--- src/rtl/in_to_fifo.sv ---
// Captures strobed input bytes into a small circular holding queue and writes
// them one at a time into a byte FIFO with an IDLE/WRITE/GAP handshake FSM.
module in_to_fifo #(
    parameter int WIDTH      = 8,
    parameter int HOLD_DEPTH = 2,
    parameter int DROP_W     = 8
) (
    input  logic              clk,
    input  logic              rst_n,
    input  logic              enable,
    input  logic              in_strobe,
    input  logic [WIDTH-1:0]  in_data,
    input  logic              fifo_busy,
    input  logic              fifo_full,
    output logic              fifo_we,
    output logic [WIDTH-1:0]  fifo_data,
    output logic              is_finish,
    output logic              overflow,
    output logic [DROP_W-1:0] drop_count
);
    // state | meaning
    // IDLE  | waiting for a queued byte and a ready FIFO
    // WRITE | fifo_we high this cycle, head popped at the end of it
    // GAP   | one quiet cycle so the FIFO can raise busy/full
    localparam int PTR_W = $clog2(HOLD_DEPTH);
    localparam int CNT_W = PTR_W + 1;

    typedef enum logic [1:0] {
        S_IDLE  = 2'd0,
        S_WRITE = 2'd1,
        S_GAP   = 2'd2
    } state_t;

    state_t           r_state;
    logic [WIDTH-1:0] r_queue [HOLD_DEPTH];
    logic [PTR_W-1:0] r_rd_ptr;
    logic [PTR_W-1:0] r_wr_ptr;
    logic [CNT_W-1:0] r_count;

    state_t           w_next_state;
    logic [CNT_W-1:0] w_next_count;
    logic             w_accept;
    logic             w_full;
    logic             w_pop;
    logic             w_push;
    logic             w_drop;
    logic             w_start;

    assign w_accept = in_strobe && enable;
    assign w_full   = (r_count == CNT_W'(HOLD_DEPTH));
    assign w_pop    = (r_state == S_WRITE);
    // A full queue still accepts when the head leaves in the same cycle.
    assign w_push   = w_accept && (!w_full || w_pop);
    assign w_drop   = w_accept && w_full && !w_pop;
    assign w_start  = (r_state == S_IDLE) && enable && (r_count != '0)
                      && !fifo_busy && !fifo_full;

    always_comb begin
        w_next_state = r_state;
        case (r_state)
            S_IDLE:  if (w_start) w_next_state = S_WRITE;
            S_WRITE: w_next_state = S_GAP;
            S_GAP:   w_next_state = S_IDLE;
            default: w_next_state = S_IDLE;
        endcase
    end

    always_comb begin
        w_next_count = r_count;
        case ({w_push, w_pop})
            2'b10:   w_next_count = r_count + CNT_W'(1);
            2'b01:   w_next_count = r_count - CNT_W'(1);
            default: w_next_count = r_count;
        endcase
    end

    // Storage needs no reset: entries are only read while count covers them.
    always_ff @(posedge clk) begin
        if (w_push) r_queue[r_wr_ptr] <= in_data;
    end

    always_ff @(posedge clk or negedge rst_n) begin
        if (!rst_n) begin
            r_state    <= S_IDLE;
            r_rd_ptr   <= '0;
            r_wr_ptr   <= '0;
            r_count    <= '0;
            fifo_we    <= 1'b0;
            fifo_data  <= '0;
            is_finish  <= 1'b1;
            overflow   <= 1'b0;
            drop_count <= '0;
        end else begin
            r_state   <= w_next_state;
            r_count   <= w_next_count;
            is_finish <= (w_next_state == S_IDLE) && (w_next_count == '0);
            fifo_we   <= (w_next_state == S_WRITE);
            if (w_start) fifo_data <= r_queue[r_rd_ptr];
            if (w_push)  r_wr_ptr  <= r_wr_ptr + PTR_W'(1);
            if (w_pop)   r_rd_ptr  <= r_rd_ptr + PTR_W'(1);
            if (w_drop) begin
                overflow <= 1'b1;
                if (drop_count != '1) drop_count <= drop_count + DROP_W'(1);
            end
        end
    end
endmodule
--- config.mk ---
export PLATFORM = sky130hd
export DESIGN_NAME = in_to_fifo
export DESIGN_NICKNAME = d
export VERILOG_FILES = /design/src/rtl/in_to_fifo.sv
export SDC_FILE = /design/constraint.sdc
export NUM_CORES = 1
export LEC_CHECK = 0
export BUFFER_PORTS_ARGS = -buffer_cell sky130_fd_sc_hd__buf_4
export CORE_AREA = 2 2 85 87
export DETAILED_ROUTE_END_ITERATION = 16
export DIE_AREA = 0 0 87 89
export SYNTH_ARGS = -nofsm -noshare
export SYNTH_HDL_FRONTEND = slang
export SYNTH_SLANG_ARGS = --single-unit
--- constraint.sdc ---
create_clock -name clk -period 1.93 [get_ports clk]
set_input_delay 0.386 -clock clk [delete_from_list [all_inputs] [get_ports clk]]
set_output_delay 0.386 -clock clk [all_outputs]
set_load 0.01 [all_outputs]
==> impl_metrics.env, run 1 <==
export IMPL_drt_pass1_iter_count=3
export IMPL_fin_cells=241
export IMPL_cp_arrival_ns=1.99
export IMPL_vias_per_cell=4.21
export IMPL_path_clk_slew_ns=0.08
export IMPL_grt_use_total_pct=8.96
export IMPL_synthCells=120
export IMPL_syn_num_nets=136
export IMPL_tightest_slew_ns=0.663
export IMPL_startpoint="r_count[0]"
export IMPL_wl_per_cell_um=13.0
export IMPL_timing_fmax_ghz=0.552
export IMPL_finalCritPeriodShare_pct=93.9
export IMPL_power_density_nw_per_um2=1370
export IMPL_num_vias=1014
export IMPL_setup_worst_path_start_class="flip-flop"
export IMPL_path_max_fanout=6
export IMPL_finalSetupViolations=0
export IMPL_grt_pass1_vias=1067
export IMPL_multi_input_area_um2=512
export IMPL_r2r_start="r_count[0]"
export IMPL_maxSlewHeadroom_pct=55.6
export IMPL_outcome="finished clean"
export IMPL_seq_area_um2=1110
export IMPL_setup_ws_ns=0.117
export IMPL_maxCapViolations=0
export IMPL_die_h_um=89
export IMPL_ys_seq_elements=41
export IMPL_maxSlewViolCount=0
export IMPL_yosysWarnings=0
export IMPL_post_cts_buffers=0
export IMPL_fin_skew_ns=0.00873
export IMPL_hold_viol=0
export IMPL_routed_wl_um=3140
export IMPL_place_hpwl_um=2170
export IMPL_ir_drop_mv=0.413
export IMPL_synth_cell_types=28
export IMPL_min_from="in_data[2]"
export IMPL_fp_coreArea_um2=6720
export IMPL_cp_end_kind="flip-flop"
export IMPL_postRouteAntennaNets=0
export IMPL_cts_path_max_buffers=2
export IMPL_yosysSeqAreaShare_pct=66.9
export IMPL_drive_gt1_share_pct=32.3
export IMPL_die_x_um=87
export IMPL_hold_class="in -> reg"
export IMPL_areaGrowthSynthToFinish_pct=28.3
export IMPL_cts_inserted_buffers=5
export IMPL_setup_tns_final_ns=0
export IMPL_nFillCells=680
export IMPL_grt_ovfl_total=0
export IMPL_clock_sinks=41
export IMPL_worstPathRequired_ns=2.10
export IMPL_clk_latency_ns=0.30
export IMPL_dp_cells=232
export IMPL_grt_start_max_net_pins=26
export IMPL_initial_core_util_pct=24.6
export IMPL_p_leak_uw=0.000870
export IMPL_synth_avg_cell_area_um2=13.8
export IMPL_place_ws_ns=0.0581
export IMPL_path_class="reg -> reg"
export IMPL_diodes=0
export IMPL_fin_nets=176
export IMPL_drt_initial_drc_count=42
export IMPL_cts_root_buf="clkbuf_8"
export IMPL_rows=30
export IMPL_finalCriticalPeriod_ns=1.81
export IMPL_routabilityCongestion=0.758
export IMPL_rsz0062_at_grt="no"
export IMPL_post_route_drc_count=0
export IMPL_io_buffers=32
export IMPL_cts_max_level=2
export IMPL_grt_antenna_before_repair=0
export IMPL_io_pins=33
export IMPL_cts_tree="done"
export IMPL_grt_pass1_wl_um=5180
export IMPL_dieArea_um2=7740
export IMPL_netlist_area_um2=1650
## cells by family after synthesis
group                    share of synthesized area, %
flip-flops                                       66.9
AND/OR/NAND/NOR                                  10.7
AO/OA/AOI/OAI                                    5.75
multiplexers                                     7.41
buffers and inverters                            2.95
XOR/XNOR                                         4.77
adder cells (fa/ha/maj)                          1.51
## layout make-up
cell class,instances,area share (%)
clock buffer,6,3.42
clock inverter,2,0.708
inverter,8,1.42
multi-input combinational,68,24.1
sequential,41,52.2
tap,80,4.72
timing repair buffer,36,13.4
## report_power, final
group | total (uW) | leakage, uW | internal, uW | switching [uW]
sequential | 1420 | 0.000437 | 1180 | 239
clock | 560 | 0.0000374 | 255 | 305
combinational | 930 | 0.000396 | 480 | 450
## synth_stat cells
| cell type | n | share of area, % |
|---|---|---|
| dfrtp_1 | 24 | 36 |
| edfxtp_1 | 16 | 29 |
| nor2_1 | 15 | 3.4 |
| a21oi_1 | 10 | 3.0 |
| mux2i_1 | 10 | 6.1 |
| inv_1 | 7 | 1.6 |
| xnor2_1 | 5 | 2.6 |
| xor2_1 | 4 | 2.1 |
| nand2_1 | 3 | 0.68 |
| nand3_1 | 3 | 0.91 |
| nor3_1 | 3 | 0.91 |
| buf_4 | 2 | 0.91 |
| ha_1 | 2 | 1.5 |
| mux2_1 | 2 | 1.4 |
| a2111oi_4 | 1 | 1.7 |
| a21oi_2 | 1 | 0.53 |
| clkbuf_1 | 1 | 0.23 |
| dfstp_2 | 1 | 1.6 |
| inv_2 | 1 | 0.23 |
| nand2b_1 | 1 | 0.38 |
| nand4_1 | 1 | 0.38 |
| nor2b_4 | 1 | 0.83 |
| nor3_4 | 1 | 0.98 |
| nor4_1 | 1 | 0.38 |
| nor4_2 | 1 | 0.76 |
| o311ai_1 | 1 | 0.53 |
| or4_1 | 1 | 0.45 |
| or4b_1 | 1 | 0.61 |
## worst max-delay path, stage by stage, from the launching register on
cell	delay [ns]
dfrtp_1	0.45
or4_4	0.62
nor3_1	0.26
mux2_1	0.35
## metal layers
metal	GRT usage, %	vias to the layer above	wire [um]
li1	-	498	-
met1	10.7	483	1430
met2	14.5	26	1470
met3	2.86	7	176
met4	4.69	0	61
met5	0	-	0
## sequential cells by signal, summed over array words and instances, names as in the netlist
| register | flops |
|---|---|
| drop_count | 8 |
| fifo_data | 8 |
| fifo_we | 1 |
| is_finish | 1 |
| overflow | 1 |
| r_count | 2 |
| r_queue | 16 |
| r_rd_ptr | 1 |
| r_state | 2 |
| r_wr_ptr | 1 |
## timing repair
item / in CTS / in global routing
endpoints found under the setup margin: 1 / 9
gates cloned: 0 / 0
hold endpoints to repair: 24 / 0
gates resized for setup: 1 / 2
hold buffers: 1 / 0
## path summary, 6_finish.rpt
check	endpoint	slack [ns]	depth (start not counted)
setup / recovery	drop_count[7]	0.12	3
hold / removal	r_queue[1][2]	0.27	1
setup reg to reg	drop_count[7]	0.12	3
hold reg to reg	overflow	0.47	1
max in group asynchronous	is_finish	1.10	2
min in group asynchronous	fifo_data[5]	0.53	2
## layout by cell type (no fill, tap or decap), types with 2 or more instances in the layout
cell,Yosys,final
nand2_1,3,3
edfxtp_1,16,16
buf_4,2,34
nand3_1,3,3
a21oi_1,10,10
nor2_1,15,14
xnor2_1,5,5
clkbuf_8,0,5
clkinvlp_4,0,2
inv_1,7,7
mux2i_1,10,10
xor2_1,4,4
nor3_1,3,3
dfrtp_1,24,24
mux2_1,2,2
ha_1,2,2
## metrics by stage
| stage | utilization [%] | power, uW | hold slack [ns] | cell area (um2) |
|---|---|---|---|---|
| after floorplan | - | 1920 | 0.0904 | 1650 |
| after global placement | 29.9 | 2360 | 0.315 | 2010 |
| after detailed placement | 29.9 | 2370 | 0.317 | 2010 |
| after CTS | 31.4 | 2950 | 0.258 | 2110 |
| after global routing | 31.6 | 3110 | 0.250 | 2120 |
| final | 31.6 | 2910 | 0.266 | 2120 |
(Power assumes the default switching activity.)
==> run 2, diff against run 1 <==
==> constraint.sdc (replaced) <==
create_clock -name clk -period 1.93 [get_ports clk]
set_input_delay 0.193 -clock clk [delete_from_list [all_inputs] [get_ports clk]]
set_output_delay 0.193 -clock clk [all_outputs]
set_load 0.01 [all_outputs]
==> run 2 against run 1 <==
Net effect:
- largest power group unchanged
- total power shrank 1.0%
- non-clock buffer count up 2
- sequential share of layout area increased by 0.34 points
==> impl_metrics.env, run 2 (synthesized netlist as in run 1, its figures left out) <==
export IMPL_finalCriticalPeriod_ns=1.81
export IMPL_finalSetupViolations=0
export IMPL_reg_top3="r_queue: 16 flops, drop_count: 8 flops, fifo_data: 8 flops"
export IMPL_maxSlewViolCount=0
export IMPL_cts_inserted_buffers=5
export IMPL_power_density_nw_per_um2=1360
export IMPL_setup_tns_final_ns=0
export IMPL_drt_initial_drc_count=32
export IMPL_maxSlewHeadroom_pct=53.8
export IMPL_cts_tree="done"
export IMPL_grt_ovfl_total=0
export IMPL_drt_pass1_iter_count=4
export IMPL_timing_fmax_ghz=0.553
export IMPL_cp_end_kind="flip-flop"
export IMPL_holdWs_ns=0.0898
export IMPL_tightest_slew_ns=0.690
export IMPL_areaGrowthSynthToFinish_pct=27.5
export IMPL_grt_pass1_vias=1014
export IMPL_cts_repair_resized=0
export IMPL_clock_sinks=41
export IMPL_path_clk_slew_ns=0.08
export IMPL_dieArea_um2=7740
export IMPL_utilization_pct=31.4
export IMPL_finalCritPeriodShare_pct=93.6
export IMPL_wl_per_cell_um=12.0
export IMPL_r2r_end="drop_count[6]"
export IMPL_cts_root_buf="clkbuf_8"
export IMPL_postRouteAntennaNets=0
export IMPL_layout_common_cells="buf_4 (37), dfrtp_1 (24), edfxtp_1 (16), nor2_1 (15)"
export IMPL_io_pins=33
export IMPL_post_cts_buffers=0
export IMPL_clk_latency_ns=0.28
export IMPL_fin_skew_ns=0.00514
export IMPL_grt_antenna_before_repair=0
export IMPL_outcome="finished clean"
export IMPL_vias_per_cell=4.15
export IMPL_path_max_fanout=6
export IMPL_routabilityCongestion=0.674
export IMPL_rows=30
export IMPL_place_hpwl_um=2170
export IMPL_fin_nets=178
export IMPL_cp_arrival_ns=2.01
export IMPL_ir_drop_mv=0.414
export IMPL_grt_use_total_pct=8.18
export IMPL_initial_core_util_pct=24.6
export IMPL_place_ws_ns=0.0997
export IMPL_setup_worst_path_start_class="flip-flop"
export IMPL_rsz0062_at_grt="no"
export IMPL_worstPathRequired_ns=2.13
export IMPL_regMostFlops="r_queue"
export IMPL_grt_pass1_wl_um=4840
export IMPL_num_vias=1009
export IMPL_setup_ws_ns=0.123
export IMPL_layout_commonest_cell="buf_4"
export IMPL_io_buffers=32
export IMPL_whs_path_depth=1
export IMPL_hold_viol=0
export IMPL_drive_gt1_share_pct=30.7
export IMPL_die_x_um=87
export IMPL_path_class="reg -> reg"
export IMPL_reg2reg_depth=5
export IMPL_largest_reg_flops=16
export IMPL_diodes=0
export IMPL_die_h_um=89
export IMPL_post_route_drc_count=0
export IMPL_min_to="r_queue[1][5]"
export IMPL_hold_class="in -> reg"
export IMPL_min_from="in_data[5]"
export IMPL_cts_max_level=2
export IMPL_cts_hold_fix_buffers=1
export IMPL_cts_path_max_buffers=2
export IMPL_routed_wl_um=2930
export IMPL_fp_coreArea_um2=6720
export IMPL_startpoint="r_state[0]"
export IMPL_grt_start_max_net_pins=26
export IMPL_regToRegSetupSlack_ns=0.12
export IMPL_p_leak_uw=0.000881
export IMPL_r2r_start="r_state[0]"
export IMPL_maxCapViolations=0
run 2: cell type report:
| cell class | instances | area (um2) |
|---|---|---|
| multi-input combinational | 68 | 498 |
| inverter | 8 | 30.0 |
| clock inverter | 3 | 16.3 |
| tap | 80 | 100 |
| timing repair buffer | 38 | 288 |
| clock buffer | 5 | 68.8 |
| fill | 695 | 4610 |
| sequential | 41 | 1110 |
run 2: critical path, cell delays in order, from the launching register on:
cell	delay [ns]
dfrtp_1	0.37
nor2b_4	0.14
or4_1	0.56
buf_4	0.20
nor4_2	0.28
xor2_1	0.17
run 2: power by group:
group	switching, uW	internal (uW)
Sequential	229	1180
Clock	286	250
Combinational	448	486
Total	963	1910
run 2: routing by layer:
metal	part of all wire [%]	GRT usage, %	vias to the layer above
li1	-	-	502
met4	0.27	2.56	0
met3	6.4	2.95	2
met5	0	0	-
met1	45	10.5	481
met2	48	13.0	24
run 2: how the worst max path moves through the flow:
| stage | endpoint | slack (ns) | depth (start not counted) |
|---|---|---|---|
| floorplan | drop_count[7] | 0.17 | 5 |
| detailed placement | r_queue[1][5] | 0.1 | 4 |
| CTS | r_queue[1][0] | 0.07 | 4 |
| global placement | is_finish | 0.12 | 5 |
| global route | is_finish | 0.02 | 7 |
| finish | drop_count[6] | 0.12 | 5 |
run 2: per-stage QoR:
| stage | power, uW | instance area (um2) | std cells |
|---|---|---|---|
| 2_1_floorplan | 1920 | 1650 | 120 |
| 3_3_place_gp | 2370 | 2010 | 234 |
| 3_5_place_dp | 2380 | 2010 | 234 |
| 4_1_cts | 2930 | 2110 | 243 |
| 5_1_grt | 3100 | 2110 | 243 |
| 6_report | 2880 | 2110 | 243 |
==> run 3, diff against run 2 <==
Settings changed: CORE_AREA 2 2 85 87 to 2 2 62 64, DIE_AREA 0 0 87 89 to 0 0 64 66, PLACE_DENSITY set to 0.7.
==> run 3 against run 2 <==
Net effect:
- worst hold slack worse by 0.064 ns
- die area is 45% lower
- total power is 0.37% higher
- first-iteration DRC count grew 84%
==> impl_metrics.env, run 3 (synthesized netlist as in run 1, its figures left out) <==
export IMPL_hold_class="in -> reg"
export IMPL_cts_tree="done"
export IMPL_finalCriticalPeriod_ns=1.79
export IMPL_final_area_um2=2100
export IMPL_clkPwrFrac_pct=18.8
export IMPL_cp_arrival_ns=2.04
export IMPL_combPwrFrac_pct=32.8
export IMPL_slowest_delay_ns=0.56
export IMPL_die_x_um=64
export IMPL_maxCapViolations=0
export IMPL_hold_viol=0
export IMPL_p_leak_uw=0.000886
export IMPL_routed_wl_um=2710
export IMPL_largest_reg_flops=16
export IMPL_clock_sinks=41
export IMPL_swShare_pct=33.1
export IMPL_num_vias=1038
export IMPL_min_to="r_queue[1][6]"
export IMPL_io_pins=33
export IMPL_worstPathRequired_ns=2.18
export IMPL_cts_root_buf="clkbuf_4"
export IMPL_drt_pass1_iter_count=4
export IMPL_areaGrowthSynthToFinish_pct=26.9
export IMPL_routabilityCongestion=0.801
export IMPL_reg2reg_depth=4
export IMPL_ir_drop_mv=0.613
export IMPL_cts_max_level=2
export IMPL_grt_pass1_vias=1048
export IMPL_initial_core_util_pct=46.6
export IMPL_grt_pass1_wl_um=4640
export IMPL_maxSlewHeadroom_pct=55.1
export IMPL_rsz0062_at_grt="no"
export IMPL_place_hpwl_um=1900
export IMPL_globalRouteMet2Util_pct=27.2
export IMPL_top_usage_layer="met2"
export IMPL_grt_ovfl_total=0
export IMPL_p_int_uw=1930
export IMPL_drive_gt1_share_pct=30.9
export IMPL_fp_coreArea_um2=3550
export IMPL_r2r_end="drop_count[7]"
export IMPL_path_class="reg -> reg"
export IMPL_min_from="in_data[6]"
export IMPL_met3_usage_pct=5.96
export IMPL_finalSetupViolations=0
export IMPL_path_clk_slew_ns=0.13
export IMPL_maxSlewViolCount=0
export IMPL_layout_commonest_cell="buf_4"
export IMPL_grt_antenna_before_repair=0
export IMPL_fin_nets=180
export IMPL_cts_path_max_buffers=2
export IMPL_tightest_slew_ns=0.671
export IMPL_vias_per_cell=4.87
export IMPL_whs_path_depth=1
export IMPL_reg_top3="r_queue: 16 flops, drop_count: 8 flops, fifo_data: 8 flops"
export IMPL_setup_tns_final_ns=0
export IMPL_outcome="finished clean"
export IMPL_crit_slowest_cell="or4_4"
export IMPL_finalCritPeriodShare_pct=93.0
export IMPL_die_h_um=66
export IMPL_cp_end_kind="flip-flop"
export IMPL_grt_start_max_net_pins=26
export IMPL_regMostFlops="r_queue"
export IMPL_place_area_um2=1960
export IMPL_fin_skew_ns=0.0167
export IMPL_post_route_drc_count=0
export IMPL_total_power_uw=2890
export IMPL_seqPwrFrac_pct=48.4
export IMPL_cts_inserted_buffers=5
export IMPL_rows=22
export IMPL_layout_common_cells="buf_4 (35), dfrtp_1 (24), edfxtp_1 (16), nor2_1 (15)"
export IMPL_drt_initial_drc_count=59
export IMPL_postRouteAntennaNets=0
export IMPL_diodes=0
export IMPL_r2r_start="r_state[0]"
export IMPL_setup_worst_path_start_class="flip-flop"
export IMPL_timing_fmax_ghz=0.557
export IMPL_regToRegSetupSlack_ns=0.14
export IMPL_power_density_nw_per_um2=1380
export IMPL_dieArea_um2=4220
export IMPL_utilization_pct=59.1
export IMPL_wl_per_cell_um=12.7
export IMPL_io_buffers=32
export IMPL_p_sw_uw=954
export IMPL_worstPathCellList="nor2b_4 > or4_4 > nor3_1 > mux2_1"
export IMPL_grt_use_total_pct=15.1
export IMPL_post_cts_buffers=0
export IMPL_grt_met1_usage_pct=15.4
export IMPL_clk_latency_ns=0.35
export IMPL_path_max_fanout=8
export IMPL_holdWs_ns=0.0260
[run 3: changes by cell type in the layout (fill, tap and decap cells not counted), moves of 2 or more]
cell           delta
buf_4             -2
dlygate4sd3_1     +4
clkbuf_8          -5
clkbuf_4          +5
[run 3: power by group through the flow]
stage	logic, uW	clock network, uW	registers, uW
CTS	950	556	1400
floorplan	486	0	1440
detailed placement	943	0	1420
finish	947	544	1400
global placement	917	0	1410
global route	1040	602	1440
[run 3: layout make-up]
type                    instances  area (um2)
clock buffers                   5        37.5
clock inverters                 3        41.3
fillers                       287        1450
inverters                       8        30.0
multi-input cells              68         509
flip-flops and latches         41        1110
well taps                      48        60.1
repair buffers                 40         313
[run 3: what timing repair did]
item / CTS / global route
setup endpoints to repair: 1 / 3
hold buffers: 1 / 4
endpoints found under the hold margin: 24 / 6
gates resized for setup: 1 / 1
cloned: 0 / 0
[run 3: layer usage]
layer | share of wire, % | vias up
li1 | - | 509
met1 | 39 | 497
met2 | 54 | 26
met3 | 5.9 | 6
met4 | 1.3 | 0
met5 | 0 | -
[run 3: through the flow]
stage | worst slack [ns] | cells
2_1_floorplan | 0.172 | 120
5_1_grt | 0.0323 | 213
3_3_place_gp | 0.0510 | 200
6_report | 0.135 | 213
3_5_place_dp | 0.0104 | 200
4_1_cts | 0.0784 | 209
[run 3: worst max path at each step]
stage / start / endpoint / slack, ns / cells past startpoint
floorplan: r_state[0] / drop_count[7] / 0.17 / 5
global placement: r_state[0] / drop_count[7] / 0.05 / 4
detailed placement: r_state[0] / drop_count[7] / 0.01 / 4
CTS: r_count[0] / is_finish / 0.08 / 6
global route: r_state[1] / r_queue[0][0] / 0.03 / 4
finish: r_state[0] / drop_count[7] / 0.14 / 4
[run 3: critical path: cells and delay by family (launching register included)]
family | cells | cell delay, ns
muxes | 1 | 0.34
and+or+nand+nor | 3 | 0.95
DFF | 1 | 0.39
